[config.mk]
export PLATFORM = sky130hd
export DESIGN_NAME = bcd_timer_display
export DESIGN_NICKNAME = d
export VERILOG_FILES = /design/src/rtl/bcd_timer_display.sv
export SDC_FILE = /design/constraint.sdc
export NUM_CORES = 1
export LEC_CHECK = 0
export BUFFER_PORTS_ARGS = -buffer_cell sky130_fd_sc_hd__buf_2
export CORE_MARGIN = 3
export CORE_UTILIZATION = 51
export DETAILED_ROUTE_END_ITERATION = 10
export HOLD_SLACK_MARGIN = 0.15
export PLACE_DENSITY = 0.77
export SETUP_SLACK_MARGIN = 0.15
export SLEW_MARGIN = 20
export SYNTH_ARGS = -nofsm -noshare
export SYNTH_HDL_FRONTEND = slang
export SYNTH_SLANG_ARGS = --single-unit
[constraint.sdc]
create_clock -name clk -period 2.3 [get_ports clk]
set_clock_uncertainty 0.1 [all_clocks]
set_input_delay 0.46 -clock clk [delete_from_list [all_inputs] [get_ports clk]]
set_output_delay 0.46 -clock clk [all_outputs]
set_load 0.005 [all_outputs]
[src/rtl/bcd_timer_display.sv]
// bcd_timer_display: prescaled BCD up/down counter with a multiplexed
// 7-segment display driver.
//
// Parameters:
//   DIGITS   - number of BCD digits (1..4)
//   DIV      - clk cycles per count tick (>= 1)
//   SCAN_DIV - clk cycles each display digit stays selected (>= 1)
//
// Ports:
//   clk      - clock, all state changes on the rising edge
//   rst      - synchronous active-high reset
//   run      - count enable (0 = paused, prescaler held at 0)
//   clr      - synchronous clear of count and prescaler (highest priority)
//   down     - count direction (0 = up, 1 = down)
//   load     - synchronous load of load_val (invalid digits load as 0)
//   load_val - BCD preload value, digit 0 in bits [3:0]
//   count    - current BCD count, digit 0 in bits [3:0]
//   tc       - one-cycle pulse coincident with the wrapped value on count
//   seg      - registered segments {a,b,c,d,e,f,g}, active-high
//   dig_sel  - registered one-hot digit enable, bit i drives digit i
//
// Build option:
//   BCD_TIMER_BLANK_EN - when defined, leading zero digits (i > 0) are blanked.
module bcd_timer_display #(
  parameter int unsigned DIGITS   = 2,
  parameter int unsigned DIV      = 50,
  parameter int unsigned SCAN_DIV = 4
) (
  input  logic                clk,
  input  logic                rst,
  input  logic                run,
  input  logic                clr,
  input  logic                down,
  input  logic                load,
  input  logic [4*DIGITS-1:0] load_val,
  output logic [4*DIGITS-1:0] count,
  output logic                tc,
  output logic [6:0]          seg,
  output logic [DIGITS-1:0]   dig_sel
);

  localparam int unsigned CW = 4 * DIGITS;
  localparam int unsigned PW = (DIV > 1) ? $clog2(DIV) : 1;
  localparam int unsigned SW = (SCAN_DIV > 1) ? $clog2(SCAN_DIV) : 1;
  localparam int unsigned IW = (DIGITS > 1) ? $clog2(DIGITS) : 1;

  logic [PW-1:0] pre;
  logic [SW-1:0] scan;
  logic [IW-1:0] idx;

  logic          tick;
  logic [CW-1:0] cnt_up;
  logic [CW-1:0] cnt_dn;
  logic [CW-1:0] load_clean;
  logic          all_nine;
  logic          all_zero;
  logic          carry;
  logic          borrow;
  logic [3:0]    d;
  logic [3:0]    sel_digit;
  logic [6:0]    seg_next;

  // 7-segment decode, {a,b,c,d,e,f,g}
  function automatic logic [6:0] seg7(input logic [3:0] v);
    case (v)
      4'd0:    seg7 = 7'b1111110;
      4'd1:    seg7 = 7'b0110000;
      4'd2:    seg7 = 7'b1101101;
      4'd3:    seg7 = 7'b1111001;
      4'd4:    seg7 = 7'b0110011;
      4'd5:    seg7 = 7'b1011011;
      4'd6:    seg7 = 7'b1011111;
      4'd7:    seg7 = 7'b1110000;
      4'd8:    seg7 = 7'b1111111;
      4'd9:    seg7 = 7'b1111011;
      default: seg7 = 7'b0000000;
    endcase
  endfunction

  assign tick = run && (pre == PW'(DIV - 1));

  // Ripple increment/decrement across digits, wrap detection, load sanitising
  always_comb begin
    cnt_up     = count;
    cnt_dn     = count;
    load_clean = load_val;
    carry      = 1'b1;
    borrow     = 1'b1;
    all_nine   = 1'b1;
    all_zero   = 1'b1;
    d          = 4'd0;
    for (int i = 0; i < int'(DIGITS); i++) begin
      d        = count[4*i +: 4];
      all_nine = all_nine & (d == 4'd9);
      all_zero = all_zero & (d == 4'd0);
      if (carry)  cnt_up[4*i +: 4] = (d == 4'd9) ? 4'd0 : d + 4'd1;
      if (borrow) cnt_dn[4*i +: 4] = (d == 4'd0) ? 4'd9 : d - 4'd1;
      carry  = carry & (d == 4'd9);
      borrow = borrow & (d == 4'd0);
      if (load_val[4*i +: 4] > 4'd9) load_clean[4*i +: 4] = 4'd0;
    end
  end

  // Digit currently being scanned
  always_comb begin
    sel_digit = 4'd0;
    for (int i = 0; i < int'(DIGITS); i++) begin
      if (idx == IW'(i)) sel_digit = count[4*i +: 4];
    end
  end

`ifdef BCD_TIMER_BLANK_EN
  logic zero_above;
  logic blank;

  // A digit above 0 is blank when it and every higher digit are zero
  always_comb begin
    zero_above = 1'b1;
    blank      = 1'b0;
    for (int i = int'(DIGITS) - 1; i >= 0; i--) begin
      zero_above = zero_above & (count[4*i +: 4] == 4'd0);
      if ((idx == IW'(i)) && (i != 0)) blank = zero_above;
    end
  end

  assign seg_next = blank ? 7'b0000000 : seg7(sel_digit);
`else
  assign seg_next = seg7(sel_digit);
`endif

  // Prescaler, counter, terminal count and display scan registers
  always_ff @(posedge clk) begin
    if (rst) begin
      pre     <= '0;
      count   <= '0;
      tc      <= 1'b0;
      scan    <= '0;
      idx     <= '0;
      seg     <= 7'b0000000;
      dig_sel <= DIGITS'(1);
    end else begin
      tc <= 1'b0;
      if (clr) begin
        count <= '0;
        pre   <= '0;
      end else if (load) begin
        count <= load_clean;
        pre   <= '0;
      end else begin
        if (!run || tick) pre <= '0;
        else              pre <= pre + PW'(1);
        if (tick) begin
          count <= down ? cnt_dn : cnt_up;
          tc    <= down ? all_zero : all_nine;
        end
      end

      if (scan == SW'(SCAN_DIV - 1)) begin
        scan <= '0;
        idx  <= (idx == IW'(DIGITS - 1)) ? '0 : idx + IW'(1);
      end else begin
        scan <= scan + SW'(1);
      end

      // seg and dig_sel come from the same index so they always agree
      seg     <= seg_next;
      dig_sel <= DIGITS'(1) << idx;
    end
  end

endmodule
### Word level (Yosys, flattened, before mapping)

Memory sizes are Yosys's and may differ from the RTL's. A register that Yosys moved wholly into a read port is not among the register bits.
Index checks and enable logic that the tools add are counted.

* shift operators: 1
* equal/unequal tests: 5
* add/subtract/negate cells: 7
* bitwise operators: 3
* mux-type cells: 14
* $lt $le $gt $ge: 2
* reduce and logical (&&, ||, !) cells: 12

Operators with widths (count)
* 2-to-1 mux 4 bit: 9
* 2-to-1 mux 8 bit: 3
* adder 4 x 1 -> 4 bit (second input constant): 2
* == test 4 bit (second input constant): 2
* greater-than comparator 4 bit (second input constant): 2
* logical NOT 4 bit: 2
* OR reduction 4 bit: 2
* subtractor 4 x 1 -> 4 bit (second input constant): 2
* adder 6 x 1 -> 6 bit (second input constant): 1
* == test 6 bit (second input constant): 1
* OR reduction 2 bit: 2
* inequality test 3 x 1 -> 1 bit (second input constant): 1
* AND reduction 3 bit: 1
* nonzero test 3 bit: 1
* adder 2 x 1 -> 2 bit (second input constant): 1
* bitwise AND 1 bit: 2
* == test 2 bit (second input constant): 1
* 2-to-1 mux 1 bit: 2
* nonzero test 2 bit: 1
* << shifter 1 x 1 -> 2 bit (first input constant): 1
* adder 1 bit (second input constant): 1
* logical AND 1 bit: 1
* logical NOT 1 bit: 1
* logical OR 1 bit: 1
* NOT 1 bit: 1

* memory bits (read-only): 112
* bits in registers: 20
* input bits: 14
* memories: 1
* output and inout port bits: 18

Memories
* (name not given): words 16, bits a word 7, read ports 1, clocked after memory_dff 1, write ports 0, line 65 `case (v)`

### Logic depth before layout (Yosys ltp)

Gate-level depths: netlist (run 1).

* depth in word-level cells: 6
* mapped depth: 7

### Least setup slack after synthesis (run 1)

No wires, ideal clock.

* path type: flip-flop to flip-flop
* start: register idx
* end: register seg[3]
* arrival: 1642 ps
* buffers on the path: 1
* period minus slack after synthesis: 1874 ps
* slack: 426 ps
* cell stages (with the launch flop): 7
* cell sequence: dfxtp_1 -> clkbuf_1 -> mux2i_1 -> ha_1 -> and2_1 -> o21ai_0 -> a21oi_1

* word-level cells in the longest chain between the ends: 1

Ends and longest elaborated chain
* start: declaration: line 49 `logic [IW-1:0] idx;`
* start signal: assignment: line 160 `idx <= (idx == IW'(DIGITS - 1)) ? '0 : idx + IW'(1);`
* 2-to-1 mux 4 bit: line 108 `if (idx == IW'(i)) sel_digit = count[4*i +: 4];`
* end: declaration: line 38 `output logic [6:0] seg,`

No other way between the ends.
A chain may end at the register's enable or synchronous reset.

### Worst setup path in the final report (run 1)

* start: register pre[0]
* end: register count[7]

* word-level cells in the longest chain between the ends: 4

Ends and longest elaborated chain
* start: declaration: line 47 `logic [PW-1:0] pre;`
* start signal: assignment: line 151 `else pre <= pre + PW'(1);`
* == test 6 bit: line 80 `assign tick = run && (pre == PW'(DIV - 1));`
* logical AND 1 bit: line 80
* nonzero test 2 bit (no line)
* AND reduction 3 bit (no line)
* end signal: assignment: line 147 `count <= load_clean;`
* end signal: assignment: line 153 `count <= down ? cnt_dn : cnt_up;`
* end: declaration: line 36 `output logic [4*DIGITS-1:0] count,`

No other way between the ends.

==> results of run 1 <==
cells by family after synthesis:
group | share of synthesized area
flops | 0.324
fa+ha+maj | 0.0674
compound gates | 0.197
xor+xnor | 0.0472
buf+inv | 0.0554
simple gates | 0.273
mux | 0.0367
layout by cell type (no fill, tap or decap), drive strengths merged, types with 3 or more instances in the layout:
| cell type | instances |
|---|---|
| a211oi | 4 |
| a21oi | 16 |
| a311oi | 3 |
| buf | 39 |
| clkbuf | 3 |
| dfxtp | 27 |
| ha | 9 |
| inv | 8 |
| mux2i | 5 |
| nand2 | 8 |
| nand2b | 8 |
| nand3 | 6 |
| nand3b | 3 |
| nand4 | 3 |
| nand4b | 3 |
| nor2 | 17 |
| nor2b | 3 |
| nor3 | 3 |
| nor3b | 4 |
| nor4 | 5 |
| o21ai | 10 |
| o32ai | 3 |
| xnor2 | 6 |
| xor2 | 3 |
power groups by stage:
stage	Combinational, mW	Clock (mW)	Sequential [mW]
2_1_floorplan	0.104	0	0.512
3_3_place_gp	0.149	0	0.517
3_5_place_dp	0.150	0	0.518
4_1_cts	0.151	0.215	0.508
5_1_grt	0.171	0.242	0.513
6_report	0.151	0.207	0.509
routing by layer:
metal	part of all wire	track usage	vias up
met3	0.067	0.0250	2
met4	0.0056	0.0485	0
met1	0.49	0.239	681
met2	0.44	0.291	54
met5	0	0	-
li1	-	-	785
cell type report:
| cell class | count | share of cell area |
|---|---|---|
| Multi-Input combinational cell | 150 | 0.545 |
| Clock buffer | 3 | 0.0117 |
| Sequential cell | 27 | 0.282 |
| Tap cell | 44 | 0.0287 |
| Timing Repair Buffer | 39 | 0.112 |
| Clock inverter | 1 | 0.00261 |
| Inverter | 9 | 0.0176 |
flip-flops by register name, summed over array words and instances, names as in the netlist:
| signal | flops |
|---|---|
| seg | 7 |
| tc | 1 |
| scan | 2 |
| dig_sel | 2 |
| count | 8 |
| pre | 6 |
| idx | 1 |
stage by stage:
step	area, um2	hold WS [ps]
floorplan	1670	298
global placement	1880	308
detailed placement	1880	310
CTS	1910	324
global route	1920	327
finish	1920	323
how the worst min path moves through the flow:
stage	start	end	slack [ps]	cells past startpoint
after floorplan	scan[0]$_SDFF_PP0_	scan[0]$_SDFF_PP0_	300	1
after global placement	scan[0]$_SDFF_PP0_	scan[0]$_SDFF_PP0_	310	1
after detailed placement	scan[0]$_SDFF_PP0_	scan[0]$_SDFF_PP0_	310	1
after CTS	load_val[0]	count[0]$_SDFFE_PP0P_	320	3
after global routing	rst	seg[3]$_SDFF_PP0_	330	2
final	load_val[0]	count[0]$_SDFFE_PP0P_	320	3
what timing repair did:
item | CTS | global route
gates resized for setup | 0 | 2
hold endpoints to repair | 0 | 0
setup endpoints to repair | 0 | 1
worst reg2reg max path: stages, from the launching register on:
cell,delay (ps)
dfxtp_1,400
ha_1,170
or4b_4,480
a211oi_4,340
a21oi_1,120
o32ai_1,250
==> results.cfg, run 1 <==
[pwr]
pwr-share-clk = 0.239
p_comb_frac = 0.174
p_per_area_nw_per_um2 = 452
ir_drop_v = 0.000212
p_total_mw = 0.867
cell_internal_pwr_mw = 0.628
seqPwrFrac = 0.587
leakage_nw = 0.768
switching_power_mw = 0.238
swShare = 0.275

[setup_path]
cp-endpoint = count[7]$_SDFFE_PP0P_
r2r_cells = 5
path_depth = 5
startpoint_type = register
crit_chain = ha_1 > or4b_4 > a211oi_4 > a21oi_1 > o32ai_1
crit_family = compound AO/OA/AOI/OAI gates
rrSetupSlack_ps = 360
rr_startpoint = pre[0]$_SDFF_PP0_
path_class = reg2reg
cp.required_ps = 2450
cp-startpoint = pre[0]$_SDFF_PP0_
slowest_stage = or4b_4
r2r-end = count[7]$_SDFFE_PP0P_
slowest_delay_ps = 480
critPathMaxFanout = 6
cp.arrival_ps = 2090
crit_buf_inv = 0
endpoint_kind = register

[routing]
drt-initial-drc-count = 74
viasPerCell = 5.58
wl_um = 3370
drc_errors = 0
postRouteAntennaNets = 0
vias = 1522
wl_per_cell_um = 12.3
first_pass_iters = 4

[global_route]
antenna_found_initial = 0
grt.total_usage = 0.176
grt_pass1_vias = 1314
grt.overflow.total = 0
grt_max_degree = 18
grt_pass1_wl_um = 5800

[timing]
worst_slew_pin_slew_ps = 508
finalHoldViolations = 0
fin_ws_ps = 363
setup_viol = 0
slew_headroom = 0.651
min_period_over_period = 0.842
clock.fmax_mhz = 516
drv_slew = 0
rsz0062_at_grt = no
post-route-min-period_ps = 1940
finalSetupTns_ps = 0

[place]
dp_hpwl_um = 2570
dp_slack_ps = 309
placed_cells = 269
io_buffers = 31
routabilityCongestion = 0.913

[clocking]
cts_buffer_depth = 2
cts.sinks = 27
cts_tree = done
postCtsSetupRepairBufs = 0
htreeDepth = 1
cts_hold_buf = 0
insertion_delay_ps = 330
cts_root_buf = clkbuf_4
cts_made_buffers = 3
clkTransAtPathRegs_ps = 140

[logic_synthesis]
synth_common_cells = dfxtp_1, nor2_1, a21oi_1
netlist_area_um2 = 1670
ys_ff_latch = 27
yosysMostFrequentCell = dfxtp_1
synth_edf_count = 0
avgSynthCellArea_um2 = 8.31
ys_types = 50
synthArstFlopShare = 0
synth_warnings = 0
synth_area_leader_cell = dfxtp_1
yosys_most_used_dff = dfxtp_1
syn-num-nets = 224
synth_top_area_share = 0.324
synth_seq_area_share = 0.324
synth_cells = 201
synth_area_leaders = dfxtp_1, ha_1, a21oi_1

[floorplan]
rows = 20
start_util = 0.543
ios = 32
die_y_um = 63.2
die_x_um = 63.2
core_area_um2 = 3080
die_area_um2 = 4000

[outcome]
outcome = finished, final reports clean

[hold_path]
min_path_type = in2reg

[final_layout]
drive_above_1_share = 0.227
diodes = 0
final_nets = 253
regArea_um2 = 541
multi_input_area_um2 = 1040
finalNonFillerCells = 273
n_fill_cell = 296
fin_util = 0.623
area_delta_synth_final_pct = 14.8

[flow_run]
maxCapViolations = 0
No activity file was read; power rests on OpenSTA's default activity.
==> inputs of run 2 (changes only) <==
ABC_AREA = 1   (was default)
PLACE_DENSITY = 0.78   (was 0.77)
clock period = 1.8 ns   (was 2.3 ns; I/O delays follow)
==> results.cfg, run 2 <==
[place]
dp_slack_ps = 205
io_buffers = 31
placed_cells = 309
dp_hpwl_um = 2610
placed_area_um2 = 1830
routabilityCongestion = 0.911

[logic_synthesis]
yosys_most_used_dff = dfxtp_1
synth-xor-area-share = 0.0161
post_synth_fa_ha_maj_area_fraction = 0.0691
synth_top_family_by_area = simple AND/OR/NAND/NOR gates
syn-num-nets = 260
yosys.area_share.simple = 0.371
ys_ff_latch = 27
synth_area_leaders = dfxtp_1, nand2_1, ha_1
synth_top_area_share = 0.332
yosysMostFrequentCell = nand2_1
synth_compound_area_frac = 0.117
ys_types = 30
synth_edf_count = 0
synth_common_cells = nand2_1, inv_1, dfxtp_1, nor2_1, nand3_1
synthArstFlopShare = 0
synth_area_leader_cell = dfxtp_1
netlist_area_um2 = 1630
synth_cells = 237
avgSynthCellArea_um2 = 6.88
synth_seq_area_share = 0.332
synthMuxAreaShare = 0
synth_warnings = 0

[timing]
min_period_over_period = 0.871
drv_slew = 0
finalSetupTns_ps = 0
setup_viol = 0
fin_ws_ps = 232
finalHoldViolations = 0
worst_slew_pin_slew_ps = 411
slew_headroom = 0.725
clock.fmax_mhz = 638
post-route-min-period_ps = 1570
rsz0062_at_grt = yes

[pwr]
p_per_area_nw_per_um2 = 637
leakage_nw = 0.919
ir_drop_v = 0.000239

[final_layout]
drive_above_1_share = 0.251
multi_input_area_um2 = 958
stdcell_area_um2 = 1890
reg_top3 = count: 8 flops, seg: 7 flops, pre: 6 flops
layout_common_cells = nand2_1, buf_2, inv_1, nor2_1, dfxtp_1
fin_util = 0.653
regArea_um2 = 557
largest-register = count
final_common_cell = nand2_1
largest_reg_flops = 8
finalNonFillerCells = 313
final_nets = 295
n_fill_cell = 275
diodes = 0
area_delta_synth_final_pct = 16.1

[setup_path]
endpoint_kind = primary output
path_class = reg2out
r2r_cells = 9
cp.required_ps = 1340
r2r-end = count[5]$_SDFFE_PP0P_
crit_family = flip-flops
crit_chain = buf_2
crit_buf_inv = 1
critPathMaxFanout = 9
cp.arrival_ps = 1110
rr_startpoint = pre[1]$_SDFF_PP0_
startpoint_type = register
rrSetupSlack_ps = 270
slowest_delay_ps = 600
slowest_stage = dfxtp_1

[routing]
postRouteAntennaNets = 0
wl_per_cell_um = 10.7
drc_errors = 0
wl_um = 3340
first_pass_iters = 4
drt-initial-drc-count = 59
vias = 1553
viasPerCell = 4.96

[global_route]
antenna_found_initial = 0
grt.overflow.total = 0
grt_pass1_wl_um = 5700
grt.total_usage = 0.171
grt_max_degree = 15
grt_pass1_vias = 1401

[clocking]
cts_tree = done
htreeDepth = 1
cts_root_buf = clkbuf_4
cts_buffer_depth = 2
cts_made_buffers = 3
cts.sinks = 27
clkTransAtPathRegs_ps = 150
insertion_delay_ps = 310
postCtsSetupRepairBufs = 0

[floorplan]
core_area_um2 = 2900
die_x_um = 62.5
rows = 19
die_y_um = 62.5
ios = 32
start_util = 0.562
die_area_um2 = 3910

[outcome]
outcome = finished, final reports clean

[hold_path]
min_to = idx$_SDFFE_PP0P_
min_from = rst
holdPathStages = 2
min_path_type = in2reg

[flow_run]
maxCapViolations = 0
-- run 2: cell count changes after synthesis, sizes merged, moves of 4 or more --
cell	previous run	this run
nand3	6	20
o21ai	10	15
nand2	8	63
nand2b	8	0
clkbuf	12	1
a211oi	4	0
a21oi	16	12
nor2	17	33
nor4	5	0
mux2i	5	0
inv	8	31
-- run 2: metal layers --
layer,global-route usage,share of wire
met3,0.0306,0.054
met4,0.0496,0.0072
met5,0,0
met2,0.306,0.46
met1,0.206,0.48
-- run 2: how the worst max path moves through the flow --
stage                                startpoint                     to  slack, ps  cells past startpoint
final                     count[2]$_SDFFE_PP0P_               count[2]        230                      1
after global placement         idx$_SDFFE_PP0P_      seg[3]$_SDFF_PP0_        220                      8
after global routing      count[0]$_SDFFE_PP0P_  count[5]$_SDFFE_PP0P_        130                      9
after CTS                      idx$_SDFFE_PP0P_      seg[0]$_SDFF_PP0_        160                      8
after detailed placement       idx$_SDFFE_PP0P_      seg[3]$_SDFF_PP0_        200                      8
after floorplan                idx$_SDFFE_PP0P_      seg[3]$_SDFF_PP0_        170                      9
-- run 2: cell families (layout without fill, tap and decap cells) --
family | Yosys count | in the layout
AND/OR/NAND/NOR | 130 | 130
buffers and inverters | 36 | 70
AO/OA/AOI/OAI | 32 | 32
flip-flops | 27 | 27
adder cells (fa/ha/maj) | 9 | 9
XOR/XNOR | 3 | 3
-- run 2: stage by stage --
| step | power (mW) | hold slack, ps |
|---|---|---|
| floorplan | 0.872 | 298 |
| global placement | 0.954 | 309 |
| detailed placement | 0.960 | 315 |
| CTS | 1.22 | 215 |
| global route | 1.30 | 227 |
| finish | 1.21 | 222 |
-- run 2: area by class of cell --
type	instances	share of cell area
Multi-Input combinational cell	174	0.506
Clock buffer	4	0.0139
Timing Repair Buffer	34	0.0939
Inverter	32	0.0641
Tap cell	42	0.0278
Sequential cell	27	0.294
-- run 2: timing repair --
action	in CTS	in global routing
setup endpoints to repair	0	11
hold buffers	0	0
resized for setup	0	17
-- run 2: power by group --
| group | switching, mW | internal [mW] | leakage (nW) |
|---|---|---|---|
| registers | 0.0247 | 0.634 | 0.225 |
| clock network | 0.173 | 0.0865 | 0.0150 |
| logic | 0.169 | 0.119 | 0.679 |
| total | 0.366 | 0.840 | 0.919 |
